==> src/rtl/ud_count_scheduler.sv <==
// Round-robin scheduler sharing one up/down counter between an up-requester
// and a down-requester. A granted job drives cnt_en/cnt_ud for exactly the
// requested number of steps. Without wrap, a job stops early at the boundary.
module ud_count_scheduler #(
  parameter int unsigned WIDTH   = 3,
  parameter int unsigned STEPW   = 4,
  parameter bit          WRAP_EN = 1'b1
) (
  input  logic             clk,
  input  logic             rst,
  input  logic             req_up,
  input  logic [STEPW-1:0] step_up,
  output logic             gnt_up,
  output logic             done_up,
  input  logic             req_dn,
  input  logic [STEPW-1:0] step_dn,
  output logic             gnt_dn,
  output logic             done_dn,
  input  logic [WIDTH-1:0] cnt_q,
  output logic             cnt_en,
  output logic             cnt_ud,
  output logic             sat,
  output logic [STEPW-1:0] steps_done,
  output logic             busy
);

  typedef enum logic [1:0] {StIdle, StRun, StDone} state_e;

  state_e           state_q, state_d;
  logic             dir_q, dir_d;          // 1 = job counts up
  logic             last_up_q, last_up_d;  // 1 = up side served last
  logic [STEPW-1:0] rem_q, rem_d;
  logic [STEPW-1:0] steps_done_q, steps_done_d;
  logic             sat_pend_q, sat_pend_d;
  logic             gnt_up_q, gnt_up_d;
  logic             gnt_dn_q, gnt_dn_d;
  logic             cnt_ud_q, cnt_ud_d;    // direction held outside RUN
  logic             sel_up, sel_dn, blk;

  // State and job registers; reset leaves last_srv = down so up wins the first tie.
  always_ff @(posedge clk or posedge rst) begin
    if (rst) begin
      state_q      <= StIdle;
      dir_q        <= 1'b0;
      last_up_q    <= 1'b0;
      rem_q        <= '0;
      steps_done_q <= '0;
      sat_pend_q   <= 1'b0;
      gnt_up_q     <= 1'b0;
      gnt_dn_q     <= 1'b0;
      cnt_ud_q     <= 1'b0;
    end else begin
      state_q      <= state_d;
      dir_q        <= dir_d;
      last_up_q    <= last_up_d;
      rem_q        <= rem_d;
      steps_done_q <= steps_done_d;
      sat_pend_q   <= sat_pend_d;
      gnt_up_q     <= gnt_up_d;
      gnt_dn_q     <= gnt_dn_d;
      cnt_ud_q     <= cnt_ud_d;
    end
  end

  // Arbitration, step accounting and per-state outputs.
  always_comb begin
    state_d      = state_q;
    dir_d        = dir_q;
    last_up_d    = last_up_q;
    rem_d        = rem_q;
    steps_done_d = steps_done_q;
    sat_pend_d   = sat_pend_q;
    cnt_ud_d     = cnt_ud_q;
    gnt_up_d     = 1'b0;
    gnt_dn_d     = 1'b0;
    cnt_en       = 1'b0;
    done_up      = 1'b0;
    done_dn      = 1'b0;
    sat          = 1'b0;
    sel_up       = 1'b0;
    sel_dn       = 1'b0;
    blk          = 1'b0;

    unique case (state_q)
      StIdle: begin
        sel_up = req_up & (~req_dn | ~last_up_q);
        sel_dn = req_dn & (~req_up | last_up_q);
        if (sel_up || sel_dn) begin
          dir_d        = sel_up;
          rem_d        = sel_up ? step_up : step_dn;
          steps_done_d = '0;
          sat_pend_d   = 1'b0;
          gnt_up_d     = sel_up;
          gnt_dn_d     = sel_dn;
          state_d      = (rem_d == '0) ? StDone : StRun;
        end
      end
      StRun: begin
        cnt_ud_d = dir_q;
        blk = !WRAP_EN && (dir_q ? (cnt_q == {WIDTH{1'b1}}) : (cnt_q == '0));
        if (blk) begin
          sat_pend_d = 1'b1;
          state_d    = StDone;
        end else begin
          cnt_en       = 1'b1;
          rem_d        = rem_q - STEPW'(1);
          steps_done_d = steps_done_q + STEPW'(1);
          if (rem_q == STEPW'(1)) state_d = StDone;
        end
      end
      StDone: begin
        done_up    = dir_q;
        done_dn    = ~dir_q;
        sat        = sat_pend_q;
        last_up_d  = dir_q;
        sat_pend_d = 1'b0;
        state_d    = StIdle;
      end
      default: state_d = StIdle;
    endcase
  end

  assign gnt_up     = gnt_up_q;
  assign gnt_dn     = gnt_dn_q;
  assign cnt_ud     = (state_q == StRun) ? dir_q : cnt_ud_q;
  assign steps_done = steps_done_q;
  assign busy       = (state_q != StIdle);

endmodule
==> config.mk <==
export PLATFORM = sky130hd
export DESIGN_NAME = ud_count_scheduler
export DESIGN_NICKNAME = d
export VERILOG_FILES = /design/src/rtl/ud_count_scheduler.sv
export SDC_FILE = /design/constraint.sdc
export NUM_CORES = 1
export LEC_CHECK = 0
export ABC_CLOCK_PERIOD_IN_PS = 1700
export BUFFER_PORTS_ARGS = -buffer_cell sky130_fd_sc_hd__buf_2
export CORE_MARGIN = 2
export CORE_UTILIZATION = 40
export DETAILED_ROUTE_END_ITERATION = 6
export PLACE_DENSITY = 0.74
export SLEW_MARGIN = 5
export SYNTH_ARGS = -nofsm -noshare
export SYNTH_HDL_FRONTEND = slang
export SYNTH_SLANG_ARGS = --single-unit
==> constraint.sdc <==
create_clock -name clk -period 1.7 [get_ports clk]
set_input_delay 0.085 -clock clk [delete_from_list [all_inputs] [get_ports clk]]
set_output_delay 0.085 -clock clk [all_outputs]
set_load 0.005 [all_outputs]
==> impl_metrics.json <==
{
  "power.density_nw_per_um2": 1580,
  "gp_congestion": 0.822,
  "path_class": "reg2out",
  "worst_hold_startpoint": "req_up",
  "clockRootBuffer": "clkbuf_4",
  "grt_pass1_vias": 631,
  "grt_overflow": 0,
  "yosysTopAreaCell": "dfrtp_1",
  "top_layer": "met4",
  "grt_max_degree": 16,
  "vias": 703,
  "die_h_um": 49.1,
  "finalHoldViolCount": 0,
  "switching_power_mw": 0.621,
  "synth_top_area_share": 0.462,
  "drive_gt1_frac": 0.287,
  "core_um2": 1940,
  "die_w_um": 49.1,
  "p_total_mw": 1.55,
  "worst_path_largest_cell_delay_ns": 0.47,
  "synth_commonest_cells": "dfrtp_1 (15), inv_1 (8), nor2_1 (8)",
  "crit_fanout": 9,
  "power_frac_comb": 0.442,
  "fillerInstances": 200,
  "rsz0062_at_grt": "no",
  "start_kind": "flip-flop",
  "max_freq_mhz": 677,
  "cts_max_level": 1,
  "worstMarginPinSlew_ns": 0.568,
  "crit_arrival_ns": 1.39,
  "die-area_um2": 2410,
  "postLayoutSetupSlackWorst_ns": 0.224,
  "path_clk_slew_ns": 0.09,
  "drt_iter0_drc": 22,
  "required_ns": 1.62,
  "postLayoutCoreUtil": 0.507,
  "multiInputGateArea_um2": 390,
  "synth.distinct_cells": 35,
  "reg2reg_from": "last_up_q",
  "num_rows": 16,
  "netlist_instances": 83,
  "synthesis.nets": 101,
  "finalCritPeriodShare": 0.868,
  "wl_per_cell_um": 12.1,
  "cp-end-kind": "output pin",
  "register_area_um2": 377,
  "slowest_stage": "dfrtp_1",
  "antenna_found_initial": 0,
  "cts_buffer_depth": 2,
  "status": "completed",
  "cts_sinks": 15,
  "ant_nets": 0,
  "drc": 0,
  "synth_edf_count": 0,
  "dpl.hpwl_um": 1270,
  "drtPass1Iterations": 4,
  "dpl.cell_count": 130,
  "wl_met3_um": 98,
  "cp_cell_sequence": "or2b_1, o21ai_1, buf_2",
  "peakVddDrop_uv": 874,
  "fin_nets": 127,
  "routed_wl_um": 1640,
  "areaGrowthSynthToFinish_pct": 21.3,
  "ios": 27,
  "syn_area_um2": 812,
  "ys_ff_latch": 15,
  "viasPerCell": 5.21,
  "grt_first_pass_wirelength_um": 2860,
  "worstHoldPathType": "in2reg",
  "cts_tree": "yes",
  "crit_path_start": "state_q[1]",
  "cts_buffers": 3,
  "period_needed_ns": 1.48,
  "start_util": 0.418,
  "yosys_warnings": 0,
  "critical_path.top_delay_family": "flip-flops",
  "wl_met1_um": 740,
  "syn_avg_cell_area_um2": 9.78,
  "grtUsageTotal": 0.157,
  "synthFlopType": "dfrtp_1",
  "cp_num_buf_inv": 1,
  "switching_share": 0.400,
  "p_int_mw": 0.933,
  "synth_area_leaders": "dfrtp_1 (46%), ha_1 (4.6%), mux2i_1 (3.7%)",
  "clockPowerShare": 0.134,
  "p_seq_frac": 0.425,
  "pre_cts_slack_ns": 0.237,
  "maxCapViolCount": 0,
  "clk_latency_ns": 0.29,
  "synthMostInstantiatedCell": "dfrtp_1",
  "layout.cells.non_filler": 135,
  "ys_async_sr_fraction": 1.00,
  "setup_viol": 0,
  "numPortBuffers": 22,
  "fin_tns_setup_ns": 0,
  "drv_slew": 0,
  "n_antenna_cell": 0,
  "synth-seq-area-share": 0.462,
  "slew_headroom": 0.621,
  "p_leak_nw": 0.504,
  "wl_met2_um": 753,
  "skew_ns": 0.00548
}
flip-flops by register name, summed over array words and instances (netlist names):
register and count:
state_q 2, cnt_ud_q 1, steps_done 4, rem_q 4
gnt_dn 1, last_up_q 1, dir_q 1, gnt_up 1
per-stage QoR:
step           hold slack (ns)  cell area [µm²]
2_1_floorplan          -0.0135              812
3_3_place_gp             0.165              947
3_5_place_dp             0.177              947
4_1_cts                 0.0290              983
5_1_grt                 0.0456              985
6_report                0.0306              985
final timing paths:
path / endpoint / slack [ns] / depth (start not counted)
worst max-delay path: cnt_ud / 0.22 / 3
worst min-delay path: gnt_dn / 0.03 / 2
worst max register to register: rem_q[0] / 0.25 / 4
worst min register to register: cnt_ud_q / 0.50 / 2
max in group asynchronous: state_q[0] / 0.89 / 3
min in group asynchronous: steps_done[3] / 0.40 / 3
kinds of logic (layout without fill, tap and decap cells):
family	after synthesis	count (layout)	synth area share
compound gates	21	21	0.183
xor+xnor	2	2	0.0216
fa+ha+maj	3	3	0.0462
buf+inv	11	36	0.0570
flops	15	15	0.462
mux	5	5	0.0647
other cells	1	1	0.00462
simple gates	25	25	0.160
cell usage in the layout (no fill, tap or decap), drive strengths merged, types with 2 or more instances in the layout:
| master | netlist | routed |
|---|---|---|
| clkbuf | 1 | 4 |
| a21oi | 4 | 4 |
| nor2 | 8 | 8 |
| a21o | 2 | 2 |
| dfrtp | 15 | 15 |
| nor3 | 3 | 3 |
| o21ai | 6 | 6 |
| ha | 3 | 3 |
| nor4 | 2 | 2 |
| nand2 | 4 | 4 |
| inv | 8 | 8 |
| xnor2 | 2 | 2 |
| mux2 | 2 | 2 |
| mux2i | 3 | 3 |
| buf | 2 | 23 |
worst register-to-register path, cell delays in order, from the launching register on:
cell,delay [ns]
dfrtp_1,0.43
a21boi_4,0.28
mux2_2,0.38
a22oi_1,0.14
o21ai_0,0.11
layout make-up:
cell class	count	area share
clock buffer	4	0.0267
inverter	8	0.0305
multi-input combinational	57	0.396
sequential	15	0.382
tap	27	0.0343
timing repair buffer	24	0.130
per-layer routing:
layer	vias up	GRT usage
li1	340	-
met1	332	0.200
met2	27	0.247
met3	4	0.0276
met4	0	0.100
met5	-	0
timing repair:
| item | in CTS | in global routing |
|---|---|---|
| endpoints found under the hold margin | 15 | 0 |
| gates resized for setup | 0 | 2 |
| buffers inserted | 0 | 0 |
| setup endpoints to repair | 0 | 1 |
| hold buffers | 1 | 0 |
power groups by stage:
stage | combinational, mW | clock, mW | sequential [mW]
final | 0.687 | 0.208 | 0.660
after detailed placement | 0.684 | 0 | 0.665
after floorplan | 0.495 | 0 | 0.625
after global routing | 0.792 | 0.231 | 0.688
after global placement | 0.663 | 0 | 0.661
after CTS | 0.693 | 0.215 | 0.657
No activity file was read; power rests on OpenSTA's default activity.
